==> src/rtl/cla_pkg.sv <==
// cla_pkg: shared definitions for the pipelined carry-lookahead adder.
//   CLA_GROUP_DEFAULT : default number of bits per lookahead group.
//   stage_ctl_t       : control part of a pipeline stage register
//                       (valid, carry out of the resolved slice, Sub).
//                       The width-dependent parts (partial sum, remaining
//                       A/Beff) are sized by the top-level parameters.
//   width_ok()        : elaboration-time check of the width split.
package cla_pkg;

  localparam int unsigned CLA_GROUP_DEFAULT = 4;

  typedef struct packed {
    logic valid;
    logic carry;
    logic sub;
  } stage_ctl_t;

  function automatic bit width_ok(input int unsigned width,
                                  input int unsigned group,
                                  input int unsigned stages);
    return (group != 0) && (stages != 0) && (width != 0) &&
           ((width % (group * stages)) == 0);
  endfunction

endpackage

==> src/rtl/cla_group.sv <==
// cla_group: combinational GROUP-bit carry-lookahead slice.
//   a, b : operand bits of this group (b already inverted for subtract)
//   cin  : carry into the group
//   s    : sum bits
//   g, p : group generate / group propagate (independent of cin)
module cla_group #(
  parameter int unsigned GROUP = 4
) (
  input  logic [GROUP-1:0] a,
  input  logic [GROUP-1:0] b,
  input  logic             cin,
  output logic [GROUP-1:0] s,
  output logic             g,
  output logic             p
);

  logic [GROUP-1:0] bg;
  logic [GROUP-1:0] bp;
  logic [GROUP-1:0] c;

  assign bg = a & b;
  assign bp = a ^ b;
  assign p  = &bp;
  assign s  = bp ^ c;

  // Flat lookahead: each carry is a sum of products, no ripple chain.
  always_comb begin : carries
    logic ci;
    logic t;
    c  = '0;
    ci = 1'b0;
    t  = 1'b0;
    for (int unsigned i = 0; i < GROUP; i++) begin
      ci = cin;
      for (int unsigned m = 0; m < i; m++) ci = ci & bp[m];
      for (int unsigned j = 0; j < i; j++) begin
        t = bg[j];
        for (int unsigned m = j + 1; m < i; m++) t = t & bp[m];
        ci = ci | t;
      end
      c[i] = ci;
    end
  end

  // Kept in its own block so that g never appears to depend on cin.
  always_comb begin : group_gen
    logic t;
    g = 1'b0;
    t = 1'b0;
    for (int unsigned j = 0; j < GROUP; j++) begin
      t = bg[j];
      for (int unsigned m = j + 1; m < GROUP; m++) t = t & bp[m];
      g = g | t;
    end
  end

endmodule

==> src/rtl/pipelined_cla_adder.sv <==
// pipelined_cla_adder: parametrised pipelined carry-lookahead add/subtract
// with valid/ready handshake and full backpressure.
//   clk, rst_n          : clock, asynchronous active-low reset
//   in_valid/in_ready   : input beat handshake (A, B, Cin, Sub)
//   out_valid/out_ready : output beat handshake (S, Cout[, Ovf])
//   Sub=0: S = A+B+Cin;  Sub=1: S = A-B-Cin, Cout=1 means no borrow.
// Optional feature: define CLA_OVF_EN to add the registered signed
// overflow output Ovf.
// Stage k resolves bits [k*WIDTH/STAGES +: WIDTH/STAGES] from the carry
// registered by stage k-1; latency is STAGES cycles, 1 beat/cycle.
module pipelined_cla_adder
  import cla_pkg::*;
#(
  parameter int unsigned WIDTH  = 16,
  parameter int unsigned GROUP  = CLA_GROUP_DEFAULT,
  parameter int unsigned STAGES = 2
) (
  input  logic             clk,
  input  logic             rst_n,
  input  logic             in_valid,
  output logic             in_ready,
  input  logic [WIDTH-1:0] A,
  input  logic [WIDTH-1:0] B,
  input  logic             Cin,
  input  logic             Sub,
  output logic             out_valid,
  input  logic             out_ready,
  output logic [WIDTH-1:0] S,
  output logic             Cout
`ifdef CLA_OVF_EN
  ,
  output logic             Ovf
`endif
);

  localparam int unsigned SW   = WIDTH / STAGES;  // bits per stage
  localparam int unsigned NG   = WIDTH / GROUP;   // total groups
  localparam int unsigned GPS  = SW / GROUP;      // groups per stage
  localparam int unsigned LAST = STAGES - 1;

  if (!width_ok(WIDTH, GROUP, STAGES)) begin : g_width_check
    $error("pipelined_cla_adder: WIDTH must be a multiple of GROUP*STAGES");
  end

  // Stage registers
  stage_ctl_t       ctl_q [STAGES];
  logic [WIDTH-1:0] s_q   [STAGES];  // resolved low slices
  logic [WIDTH-1:0] a_q   [STAGES];  // A, upper slices still pending
  logic [WIDTH-1:0] b_q   [STAGES];  // Beff, upper slices still pending

  // Per-stage combinational inputs (stage 0 from ports, else from k-1)
  logic [WIDTH-1:0] src_a   [STAGES];
  logic [WIDTH-1:0] src_b   [STAGES];
  logic             src_c   [STAGES];
  logic             src_v   [STAGES];
  logic             src_sub [STAGES];

  logic [WIDTH-1:0] gs;
  logic [NG-1:0]    gg;
  logic [NG-1:0]    gp;
  logic [NG-1:0]    grp_c;
  logic [STAGES-1:0] stage_co;
  logic [STAGES:0]  rdy;
  logic [WIDTH-1:0] s_d [STAGES];

  always_comb begin
    for (int unsigned k = 0; k < STAGES; k++) begin
      src_a[k]   = '0;
      src_b[k]   = '0;
      src_c[k]   = 1'b0;
      src_v[k]   = 1'b0;
      src_sub[k] = 1'b0;
    end
    src_a[0]   = A;
    src_b[0]   = Sub ? ~B : B;
    src_c[0]   = Sub ? ~Cin : Cin;
    src_v[0]   = in_valid;
    src_sub[0] = Sub;
    for (int unsigned k = 1; k < STAGES; k++) begin
      src_a[k]   = a_q[k-1];
      src_b[k]   = b_q[k-1];
      src_c[k]   = ctl_q[k-1].carry;
      src_v[k]   = ctl_q[k-1].valid;
      src_sub[k] = ctl_q[k-1].sub;
    end
  end

  for (genvar gi = 0; gi < NG; gi++) begin : g_grp
    localparam int unsigned K = gi / GPS;
    cla_group #(.GROUP(GROUP)) u_grp (
      .a   (src_a[K][gi*GROUP +: GROUP]),
      .b   (src_b[K][gi*GROUP +: GROUP]),
      .cin (grp_c[gi]),
      .s   (gs[gi*GROUP +: GROUP]),
      .g   (gg[gi]),
      .p   (gp[gi])
    );
  end

  // One lookahead level across the groups of each stage; index j == GPS
  // yields the carry out of the stage.
  always_comb begin
    logic c;
    logic t;
    int unsigned base;
    grp_c    = '0;
    stage_co = '0;
    c        = 1'b0;
    t        = 1'b0;
    base     = 0;
    for (int unsigned k = 0; k < STAGES; k++) begin
      base = k * GPS;
      for (int unsigned j = 0; j <= GPS; j++) begin
        c = src_c[k];
        for (int unsigned m = 0; m < j; m++) c = c & gp[base+m];
        for (int unsigned i = 0; i < j; i++) begin
          t = gg[base+i];
          for (int unsigned m = i + 1; m < j; m++) t = t & gp[base+m];
          c = c | t;
        end
        if (j < GPS) grp_c[base+j] = c;
        else         stage_co[k]   = c;
      end
    end
  end

  // Resolved slices ride forward unchanged; stage k adds its own slice.
  always_comb begin
    for (int unsigned k = 0; k < STAGES; k++) begin
      if (k == 0) s_d[k] = '0;
      else        s_d[k] = s_q[k-1];
      s_d[k][k*SW +: SW] = gs[k*SW +: SW];
    end
  end

  always_comb begin
    rdy         = '0;
    rdy[STAGES] = out_ready;
    for (int unsigned k = STAGES; k > 0; k--) begin
      rdy[k-1] = !ctl_q[k-1].valid | rdy[k];
    end
  end

  always_ff @(posedge clk or negedge rst_n) begin
    if (!rst_n) begin
      for (int unsigned k = 0; k < STAGES; k++) begin
        ctl_q[k] <= '0;
        s_q[k]   <= '0;
        a_q[k]   <= '0;
        b_q[k]   <= '0;
      end
    end else begin
      for (int unsigned k = 0; k < STAGES; k++) begin
        if (rdy[k]) begin
          ctl_q[k].valid <= src_v[k];
          ctl_q[k].carry <= stage_co[k];
          ctl_q[k].sub   <= src_sub[k];
          s_q[k]         <= s_d[k];
          a_q[k]         <= src_a[k];
          b_q[k]         <= src_b[k];
        end
      end
    end
  end

`ifdef CLA_OVF_EN
  logic ovf_q;
  logic ovf_d;

  // carry into the MSB recovered from the MSB's sum bit
  assign ovf_d = src_a[LAST][WIDTH-1] ^ src_b[LAST][WIDTH-1] ^ gs[WIDTH-1]
               ^ stage_co[LAST];

  always_ff @(posedge clk or negedge rst_n) begin
    if (!rst_n)         ovf_q <= 1'b0;
    else if (rdy[LAST]) ovf_q <= ovf_d;
  end

  assign Ovf = ovf_q;
`endif

  assign in_ready  = rdy[0];
  assign out_valid = ctl_q[LAST].valid;
  assign S         = s_q[LAST];
  assign Cout      = ctl_q[LAST].carry;

endmodule

==> config.mk <==
export PLATFORM = sky130hd
export DESIGN_NAME = pipelined_cla_adder
export DESIGN_NICKNAME = d
export VERILOG_FILES = /design/src/rtl/cla_pkg.sv /design/src/rtl/cla_group.sv /design/src/rtl/pipelined_cla_adder.sv
export SDC_FILE = /design/constraint.sdc
export NUM_CORES = 1
export LEC_CHECK = 0
export CAP_MARGIN = 10
export CELL_PAD_IN_SITES_DETAIL_PLACEMENT = 2
export CELL_PAD_IN_SITES_GLOBAL_PLACEMENT = 2
export CORE_AREA = 2 2 121 76
export CTS_BUF_LIST = sky130_fd_sc_hd__clkbuf_16
export DETAILED_ROUTE_END_ITERATION = 10
export DIE_AREA = 0 0 123 78
export PLACE_DENSITY = 0.79
export SLEW_MARGIN = 20
export SYNTH_ARGS = -nofsm -noshare
export SYNTH_HDL_FRONTEND = slang
export SYNTH_SLANG_ARGS = --single-unit
==> constraint.sdc <==
create_clock -name clk -period 2.5 [get_ports clk]
set_clock_uncertainty 0.1 [all_clocks]
set_input_delay 0.5 -clock clk [delete_from_list [all_inputs] [get_ports clk]]
set_output_delay 0.5 -clock clk [all_outputs]
set_load 0.03 [all_outputs]
# After elaboration in Yosys (flattened, before gate mapping)

Index checks and enable logic that the tools add are counted.

Output and inout bits: 19
Register bits: 60
Memories kept: 0
Bits in latches: 0
ROM bits: 0
Input bits: 38
Bits in writable memories: 0

Bitwise logic cells: 100
Equal/unequal tests: 0
Shift operators: 0
Divide/modulo/power cells: 0
Multiply operators: 0
Multiplexer cells: 2
Reductions and logical operators: 6
Add/sub/neg operators: 0
$lt $le $gt $ge: 0

Operator list:

| cell                | number |
|---|---|
| 1-bit bitwise OR    | 44 |
| 1-bit AND           | 42 |
| 4-bit XOR           | 8 |
| 4-bit AND           | 4 |
| 16-bit 2-to-1 mux   | 1 |
| 16-bit inverter     | 1 |
| 4-bit AND reduction | 4 |
| 1-bit logical NOT   | 2 |
| 1-bit 2-to-1 mux    | 1 |
| 1-bit inverter      | 1 |

# Logic depth before layout (Yosys ltp)

Gate-level depths: netlist of run 1.

Depth after elaboration: 17
Mapped depth: 13
Depth with buffers taken out: 11

# Cells and area by module

A second synthesis of run 1 with hierarchy kept.

Cell total of the unflattened synthesis: 211
Area total of the unflattened synthesis: 2576.2 µm²

Modules (own cells, without submodules):

| module                          | area each (µm²) | seq. area each (µm²) | cells each | instances |
|---|---|---|---|---|
| pipelined_cla_adder             | 1900.6          | 1101.1               | 131        | 1 |
| cla_group at g_grp[0].u_grp ... | 165.2           | 0.0                  | 19         | 3 |
| cla_group at g_grp[3].u_grp     | 180.2           | 0.0                  | 23         | 1 |

# Worst setup path before layout of run 1

OpenSTA, ideal clock, no wires.

Kind: in2reg
Start: input Sub
End: register s_q, in the netlist s_d[7]
Library setup time: 95 ps
Setup slack: -498 ps
Cell stages on the path: 13
Required time: 2305 ps
Buffers on the path: 2
Data arrival time: 2802 ps
Cell sequence: buf_6 -> buf_2 -> xor2_1 -> ha_1 -> a21oi_1 -> o21ai_4 -> a31oi_4 -> inv_1 -> ha_1 -> o21a_1 -> o21a_1 -> o21a_1 -> o31ai_1

Word-level cells in the longest chain between the ends: 16

Ends and longest elaborated chain:

| item                                          | RTL line                         | text |
|---|---|---|
| start, declared                               | pipelined_cla_adder.sv:25        | `input logic Sub,` |
| 16-bit 2-to-1 mux                             | pipelined_cla_adder.sv:75        | `src_b[0] = Sub ? ~B : B;` |
| 4-bit AND / 4-bit XOR (equally long branches) | cla_group.sv:21, cla_group.sv:22 |  |
| 1-bit AND (3 in a row)                        | cla_group.sv:52                  | `for (int unsigned m = j + 1; m < GROUP; m++) t = t & bp[m];` |
| 1-bit bitwise OR (3 in a row)                 | cla_group.sv:53                  | `g = g \| t;` |
| 1-bit bitwise OR                              | pipelined_cla_adder.sv:119       | `c = c \| t;` |
| 1-bit AND (3 in a row)                        | cla_group.sv:35                  | `for (int unsigned m = 0; m < i; m++) ci = ci & bp[m];` |
| 1-bit bitwise OR (3 in a row)                 | cla_group.sv:39                  | `ci = ci \| t;` |
| 4-bit XOR (*)                                 | cla_group.sv:24                  | `assign s = bp ^ c;` |
| end signal, assigned by index                 | pipelined_cla_adder.sv:158       | `s_q[k] <= s_d[k];` |
| end, declared                                 | pipelined_cla_adder.sv:47        | `logic [WIDTH-1:0] s_q [STAGES];` |

Mark *: on every way between the ends. The rest lies on a longest branch, timed or not.
A chain may end at the register's enable or synchronous reset.

# Final worst setup path of run 1

Start: input B[0]
End: register s_q, in the netlist s_d[0]

Word-level cells in the longest chain between the ends: 4

Ends and longest elaborated chain:

| item                  | RTL line                  | text |
|---|---|---|
| start, declared       | pipelined_cla_adder.sv:23 | `input logic [WIDTH-1:0] B,` |
| 16-bit inverter       | pipelined_cla_adder.sv:75 |  |
| 16-bit 2-to-1 mux (*) | pipelined_cla_adder.sv:75 |  |
| 4-bit XOR (*)         | cla_group.sv:22           | `assign bp = a ^ b;` |
| 4-bit XOR (*)         | cla_group.sv:24           |  |

Marks and branches as above.

==> results of run 1 <==
[kinds of logic after synthesis]
family | after synthesis
fa+ha+maj | 24
compound gates | 52
xor+xnor | 21
flops | 44
simple gates | 92
mux | 2
buf+inv | 22
[layout by cell type (no fill, tap or decap), types with 4 or more instances in the layout]
cell type / netlist / final
nand2_1: 71 / 70
o21a_1: 12 / 12
xor2_1: 12 / 8
buf_4: 0 / 38
clkdlybuf4s50_1: 0 / 46
clkbuf_16: 0 / 5
ha_1: 20 / 15
xnor2_1: 8 / 8
o31ai_1: 8 / 8
nor2_1: 7 / 7
nor3_1: 8 / 8
fa_1: 4 / 4
inv_1: 9 / 7
a21oi_1: 13 / 11
dfrtp_1: 44 / 44
inv_2: 2 / 4
o21ai_1: 10 / 9
[critical path, stage by stage]
cell      delay, ns
clkbuf_4       0.14
xor2_4         0.19
buf_4          0.14
buf_4          0.12
buf_4          0.12
buf_4          0.12
buf_4          0.13
buf_4          0.13
buf_4          0.12
buf_4          0.12
buf_4          0.13
inv_2          0.05
fa_1           0.40
a21oi_1        0.15
[state kept, by name, indices dropped and copies added (netlist names)]
name,cells
s_d,8
ctl_q,2
b_q,8
S,16
Cout,1
a_q,8
out_valid,1
[stage by stage]
stage               power [W]  instance area, um^2  setup WS [ns]  hold WS, ns
floorplan            0.001590                 2502        -0.2904       0.1044
global placement     0.002001                 3287        -0.6433       0.3351
detailed placement   0.002057                 3287        -0.7844       0.3460
CTS                  0.002866                 3586       -0.05947      0.04883
global route         0.003073                 3671      0.0004590      0.07456
finish               0.002900                 3671        0.05036      0.04747
[where the power goes]
group	leakage [nW]	total (W)	internal, W	switching, W
Clock	0.0789	0.000753	0.000465	0.000288
Sequential	0.519	0.000986	0.000877	0.000109
Combinational	1.09	0.00116	0.000533	0.000627
[final cells by class]
type                       instances  area (um^2)  area share
inverter                          11        41.29     0.01125
clock buffer                       5        125.1     0.03408
multi-input combinational        191         1390      0.3787
tap                              112        140.1     0.03817
timing repair buffer              94        835.8      0.2277
sequential                        44         1101      0.2999
clock inverter                     3        37.54     0.01022
[metal layers]
| layer | global-route usage | vias up | share of wire | routed length [um] |
|---|---|---|---|---|
| met5 | 0 | - | 0 | 0 |
| met4 | 0.02273 | 0 | 0.0068 | 54 |
| met3 | 0.03824 | 5 | 0.040 | 321 |
| met2 | 0.3215 | 35 | 0.50 | 3987 |
| met1 | 0.2164 | 1038 | 0.45 | 3575 |
| li1 | - | 1027 | - | - |
[path summary, 6_finish.rpt]
path / slack [ns] / depth (start not counted) / startpoint / endpoint
hold reg to reg: 0.37 / 2 / S[1] / S[1]
min in group clk: 0.37 / 2 / S[1] / S[1]
max in group asynchronous: 1.52 / 2 / rst_n / S[8]
setup / recovery: 0.05 / 14 / B[0] / s_d[0]
hold / removal: 0.05 / 1 / rst_n / a_q[28]
setup reg to reg: 0.09 / 9 / b_q[24] / S[15]
[repair_timing]
action	in CTS	in global routing
hold buffers	0	0
pin swaps	11	19
endpoints found under the setup margin	9	7
gates resized for setup	20	19
hold endpoints to repair	0	0
buffers inserted	12	4
==> results.yml, run 1 <==
detailed_routing:
  drt-wirelength-per-cell_um: 17.26
  drtPass1Iterations: 2
  wl_mm: 7.939
  final_antenna_net_count: 0
  viasPerCell: 4.576
  vias: 2105
  drt_first_iter_violations: 54
  drc_errors: 0
pwr:
  power.density_mw_per_mm2: 789.9
  ir_drop_mv: 0.2645
  static-leakage-power_nw: 1.690
finish:
  post_route_cells_drive_above_1_share: 0.2011
  finish.net_count: 409
  filler_cell_count: 905
  n_antenna_cell: 0
  final_core_utilization: 0.4374
  syn_to_final_growth_pct: 48.18
  layoutNonFillerInstCount: 460
place:
  gpl.final_weighted_congestion: 0.8444
  place_hpwl_mm: 5.343
  dp_cells: 436
  port-buffer-count: 56
logic_synthesis:
  yosysSeqAreaShare: 0.4444
  synthTopCellsByCount: "nand2_1, dfrtp_1, ha_1, a21oi_1"
  synthesis.area_per_instance_um2: 9.640
  synth_area_leaders: "dfrtp_1, nand2_1, ha_1"
  synth_compound_area_frac: 0.1424
  mappedNetlistNets: 319
  synth_warnings: 0
  synth_top_family_by_area: "simple AND/OR/NAND/NOR gates"
  post_synth_instance_area_mm2: 0.002477
  post_synth_arst_share: 1.000
  synth_cells: 257
  synthXorXnorAreaFrac: 0.08182
  synthMostInstantiatedCell: "nand2_1"
  synth_top_cell_area_share: 0.4444
  dominant_register_cell_in_the_synthesized_netlist: "dfrtp_1"
  post-synth-top-area-cell: "dfrtp_1"
  ys_types: 29
  yosys_reg_bits: 44
  synth_adder_area_share: 0.1333
  muxShareOfSynthArea: 0.008586
  number_of_enable_flip_flop_cells_after_synthesis: 0
  synth_simple_gate_area_frac: 0.1495
die:
  top_level_ports: 57
  initial_utilization: 0.2952
  die_x_um: 123
  floorplan.die_area_mm2: 0.009594
  die_height_um: 78
  coreArea_mm2: 0.008393
  row_count: 26
clocking:
  clock_sink_count: 44
  cts_buffers: 5
  tritoncts_clock_tree: "yes"
  clock_tree.root_cell: "clkbuf_16"
  clock_insertion_delay_worst_skew_ns: 0.29
  ctsLongestPathBuffers: 2
  path_clk_slew_ns: 0.07
  htree_num_levels: 2
sta:
  hold_viol_final: 0
  final_cycle_utilization_of_the_critical_path: 0.9799
  maxClockFrequency_mhz: 408.2
  final_period_minus_worst_setup_slack_ns: 2.450
  tightestPinTransition_ns: 0.4292
  setup_viol: 0
  maxSlewHeadroom: 0.7139
  timing.final.max_slew_violations: 0
  final.setup.tns_ns: 0
  rsz0062_at_grt: "false"
global_route:
  first_global_vias: 2345
  overflow: 0
  track_usage: 0.1758
  first_pass_grt_wire_length_mm: 12.82
  grt_start_max_net_pins: 31
  antenna_found_initial: 0
setup_path:
  timing.critical_path.from_type: "primary input"
  critical_path_peak_fanout: 2
  criticalPathCategory: "in -> reg"
  required_ns: 2.62
  worstPathArrival_ns: 2.57
  setup.worst_path.end_class: "flop"
min_path:
  min-delay-path-class: "in -> async"
run:
  max_cap_viol: 0
outcome:
  status: "completed"
Note: power is estimated with default switching activity, not from simulation.
==> inputs of run 2 (changes only) <==
CTS_CLUSTER_SIZE = 10   (was default)
clock period = 2.6 ns   (was 2.5 ns; I/O delays follow)
==> results.yml, run 2 (synthesis gave the netlist of run 1 again) <==
outcome:
  status: "completed"
finish:
  layout_commonest_cell: "nand2_1"
  finish.net_count: 398
  finished_cell_area_mm2: 0.003552
  most_used_cells_in_the_layout_excluding_fill_and_tap_cells: "nand2_1, clkdlybuf4s50_1, dfrtp_1, buf_4, ha_1"
  layoutNonFillerInstCount: 449
  number_of_flip_flops_under_the_largest_register_name: 16
  n_antenna_cell: 0
  post_route_cells_drive_above_1_share: 0.1721
  syn_to_final_growth_pct: 43.38
  final_core_utilization: 0.4232
global_route:
  track_usage: 0.1791
  first_pass_grt_wire_length_mm: 12.97
  antenna_found_initial: 0
  first_global_vias: 2468
  grt_start_max_net_pins: 31
  overflow: 0
clocking:
  path_clk_slew_ns: 0.06
  htree_num_levels: 2
  clock_insertion_delay_worst_skew_ns: 0.28
  clock_tree.root_cell: "clkbuf_16"
  ctsLongestPathBuffers: 2
  tritoncts_clock_tree: "yes"
  clock_sink_count: 44
  holdBufCountCts: 0
  cts_buffers: 5
sta:
  maxSlewHeadroom: 0.5982
  final_cycle_utilization_of_the_critical_path: 0.9648
  hold_viol_final: 0
  setup_viol: 0
  tightestPinTransition_ns: 0.6027
  timing.hold.ws_ns: 0.1390
  timing.final.max_slew_violations: 0
  final_period_minus_worst_setup_slack_ns: 2.509
  final.setup.tns_ns: 0
  maxClockFrequency_mhz: 398.6
setup_path:
  cp.buffers_inverters: 2
  rr_worst_depth: 9
  setup.worst_path.end_class: "flop"
  cp.depth: 11
  timing.critical_path.slowest_stage_cell: "xor2_2"
  timing.critical_path.mode_cell: "o21a_1"
  slowest_delay_ns: 0.26
  critical_path_peak_fanout: 5
  crit_family: "compound AO/OA/AOI/OAI gates"
  criticalPathCategory: "in -> reg"
  required_ns: 2.69
  timing.critical_path.cells: "buf_4 > xor2_2 > ha_4 > a21o_1 > a31oi_4 > inv_2 > ha_2 > o21a_1 > o21a_1 > o21a_1 > o31ai_2"
  worstPathArrival_ns: 2.60
  timing.critical_path.from_type: "primary input"
place:
  gpl.final_weighted_congestion: 0.8018
  dp_cells: 437
  port-buffer-count: 56
  place_hpwl_mm: 5.713
  placed_cell_area_mm2: 0.003307
run:
  max_cap_viol: 0
detailed_routing:
  drc_errors: 0
  vias: 2119
  drtPass1Iterations: 4
  drt_first_iter_violations: 52
  viasPerCell: 4.719
  final_antenna_net_count: 0
  wl_mm: 7.917
  drt-wirelength-per-cell_um: 17.63
pwr:
  combPwrFrac: 0.412
  static-leakage-power_nw: 1.624
  clkPwrFrac: 0.230
  p_sw_frac: 0.3642
  internal_power_w: 0.001676
  ir_drop_mv: 0.2491
  power_frac_seq: 0.358
  power.density_mw_per_mm2: 742.1
  switchingPower_w: 0.0009600
die:
  coreArea_mm2: 0.008393
  floorplan.die_area_mm2: 0.009594
  row_count: 26
  initial_utilization: 0.2952
  top_level_ports: 57
  die_height_um: 78
  die_x_um: 123
min_path:
  min-delay-path-class: "in -> async"
## run 2: cell count changes in the layout (fill, tap and decap cells not counted), sizes merged, moves of 2 or more
cell	delta
buf	-9
inv	+2
clkbuf	-2
dlymetal6s2s	-2
dlygate4sd2	+3
## run 2: repair_timing
action | 4_1_cts | 5_1_grt
pin swaps | 14 | 5
buffers inserted | 4 | 0
setup endpoints to repair | 7 | 3
gates resized for setup | 32 | 4
## run 2: cell type report
| class | count | area (um^2) |
|---|---|---|
| clock buffers | 5 | 125.1 |
| clock inverters | 3 | 11.26 |
| fillers | 934 | 4841 |
| inverters | 11 | 41.29 |
| multi-input cells | 191 | 1383 |
| flip-flops and latches | 44 | 1101 |
| well taps | 112 | 140.1 |
| repair buffers | 83 | 750.7 |
## run 2: per-layer routing
layer	share of wire	GRT usage	wire length (um)	vias up
met5	0	0	0	-
li1	-	-	-	1006
met1	0.43	0.2200	3369	1052
met4	0.020	0.05568	162	0
met3	0.050	0.04044	397	13
met2	0.50	0.3116	3988	48
## run 2: path summary, 6_finish.rpt
kind	startpoint	endpoint	slack (ns)
worst max-delay path	Sub	s_d[7]	0.09
worst min-delay path	rst_n	S[14]	0.14
worst max register to register	a_q[24]	S[15]	0.13
worst min register to register	S[0]	S[0]	0.36
max in group asynchronous	rst_n	b_q[31]	1.72
min in group clk	S[0]	S[0]	0.36
## run 2: power by group through the flow
stage | clock, W | sequential [W] | combinational [W]
after floorplan | 0 | 0.00111 | 0.000420
after global placement | 0 | 0.000949 | 0.000977
after detailed placement | 0 | 0.000959 | 0.00103
after CTS | 0.000617 | 0.000948 | 0.00107
after global routing | 0.000652 | 0.000967 | 0.00119
final | 0.000606 | 0.000945 | 0.00108
## run 2: per-stage QoR
stage                     setup slack (ns)  total power [W]
after floorplan                    -0.2104         0.001529
after global placement             -0.5325         0.001926
after detailed placement           -0.7530         0.001989
after CTS                          0.01872         0.002639
after global routing              -0.02327         0.002807
final                              0.09141         0.002636
==> inputs of run 3 (changes only) <==
CORE_AREA = 2 2 78 117   (was 2 2 121 76)
DIE_AREA = 0 0 80 119   (was 0 0 123 78)
PLACE_DENSITY = 0.78   (was 0.79)
==> results.yml, run 3 (synthesis gave the netlist of run 1 again) <==
outcome:
  status: "completed"
sta:
  rsz0062_at_grt: "false"
  hold_viol_final: 0
  final_cycle_utilization_of_the_critical_path: 0.9574
  final.setup.tns_ns: 0
  maxSlewHeadroom: 0.7389
  final_period_minus_worst_setup_slack_ns: 2.489
  maxClockFrequency_mhz: 401.7
  setup_viol: 0
  tightestPinTransition_ns: 0.3891
  timing.hold.ws_ns: 0.08975
  postLayoutSetupSlackWorst_ns: 0.1107
  timing.final.max_slew_violations: 0
global_route:
  first_pass_grt_wire_length_mm: 11.34
  antenna_found_initial: 0
  overflow: 0
  grt_start_max_net_pins: 45
  first_global_vias: 2382
  track_usage: 0.1546
die:
  die_height_um: 119
  coreArea_mm2: 0.008618
  row_count: 42
  top_level_ports: 57
  initial_utilization: 0.2875
  floorplan.die_area_mm2: 0.009520
  die_x_um: 80
detailed_routing:
  vias: 2061
  drtPass1Iterations: 4
  wl_mm: 6.698
  wl_met1_mm: 2.591
  drt-wirelength-per-cell_um: 15.05
  final_antenna_net_count: 0
  met3RoutedLength_um: 175
  drt_first_iter_violations: 60
  drc_errors: 0
  met2RoutedLength_mm: 3.778
  viasPerCell: 4.631
  highest_routed_metal_layer: "met4"
clocking:
  path_clk_slew_ns: 0.07
  tritoncts_clock_tree: "yes"
  ctsLongestPathBuffers: 2
  clock_tree.root_cell: "clkbuf_16"
  clock_sink_count: 44
  clock_insertion_delay_worst_skew_ns: 0.30
  cts_buffers: 5
  htree_num_levels: 2
  holdBufCountCts: 0
pwr:
  ir_drop_mv: 0.3868
  power.density_mw_per_mm2: 818.6
  static-leakage-power_nw: 1.629
finish:
  n_antenna_cell: 0
  most_used_cells_in_the_layout_excluding_fill_and_tap_cells: "nand2_1, clkdlybuf4s50_1, dfrtp_1, buf_4, ha_1"
  post_route_cells_drive_above_1_share: 0.1463
  layout_commonest_cell: "nand2_1"
  number_of_flip_flops_under_the_largest_register_name: 16
  syn_to_final_growth_pct: 42.47
  filler_cell_count: 974
  layoutNonFillerInstCount: 445
  finish.net_count: 396
setup_path:
  timing.critical_path.from_type: "flop"
  criticalPathCategory: "reg -> reg"
  critical_path_peak_fanout: 3
  worstPathArrival_ns: 2.59
  required_ns: 2.71
  setup.worst_path.end_class: "flop"
place:
  place_hpwl_mm: 5.153
  gpl.final_weighted_congestion: 0.7432
  dp_cells: 432
  preCtsSetupSlack_ns: -0.5986
  port-buffer-count: 56
min_path:
  min-delay-path-class: "in -> async"
run:
  max_cap_viol: 0
-- run 3: final timing paths --
| path | to | cells past startpoint | startpoint | slack (ns) |
|---|---|---|---|---|
| worst max-delay path | S[15] | 9 | a_q[24] | 0.11 |
| worst min-delay path | a_q[26] | 2 | rst_n | 0.09 |
| worst max register to register | S[15] | 9 | a_q[24] | 0.11 |
| worst min register to register | out_valid | 2 | ctl_q[5] | 0.35 |
| max in group asynchronous | S[0] | 2 | rst_n | 2.08 |
| min in group clk | out_valid | 2 | ctl_q[5] | 0.35 |
-- run 3: per-layer routing --
layer / GRT usage / up-vias
li1: - / 1010
met1: 0.1648 / 1003
met2: 0.2948 / 36
met3: 0.02121 / 12
met4: 0.06144 / 0
met5: 0 / -
-- run 3: repair_timing --
action | CTS | global route
pin swaps | 16 | 7
setup buffers | 6 | 0
resized for setup | 12 | 3
setup endpoints to repair | 4 | 2
-- run 3: metrics by stage --
step                      area, um^2  utilization  power, W
after global placement          3279       0.3805  0.001917
after detailed placement        3279       0.3805  0.001965
after CTS                       3541       0.4109  0.002936
after global routing            3530       0.4096  0.003056
final                           3530       0.4096  0.002889
after floorplan                 2502            -  0.001529
-- run 3: final cells by class --
cell class	count	area [um^2]	share of cell area
clock buffer	5	125.1	0.03545
tap	110	137.6	0.03899
clock inverter	3	90.09	0.02552
sequential	44	1101	0.3119
multi-input combinational	191	1291	0.3658
inverter	11	41.29	0.01170
timing repair buffer	81	743.2	0.2106
-- run 3: power breakdown --
part           switching (W)  leakage, nW  internal [W]
sequential         0.0000998        0.519      0.000844
combinational       0.000555         1.01      0.000467
clock               0.000276        0.104      0.000648
-- run 3: worst max-delay path: stages, from the launching register on --
cell and delay (ns):
dfrtp_1 0.40, ha_1 0.33, a21o_1 0.18, a21oi_1 0.19, o21ai_1 0.19, ha_1 0.25, o21a_1 0.20, o21a_1 0.20
o21a_1 0.17, o31ai_1 0.19
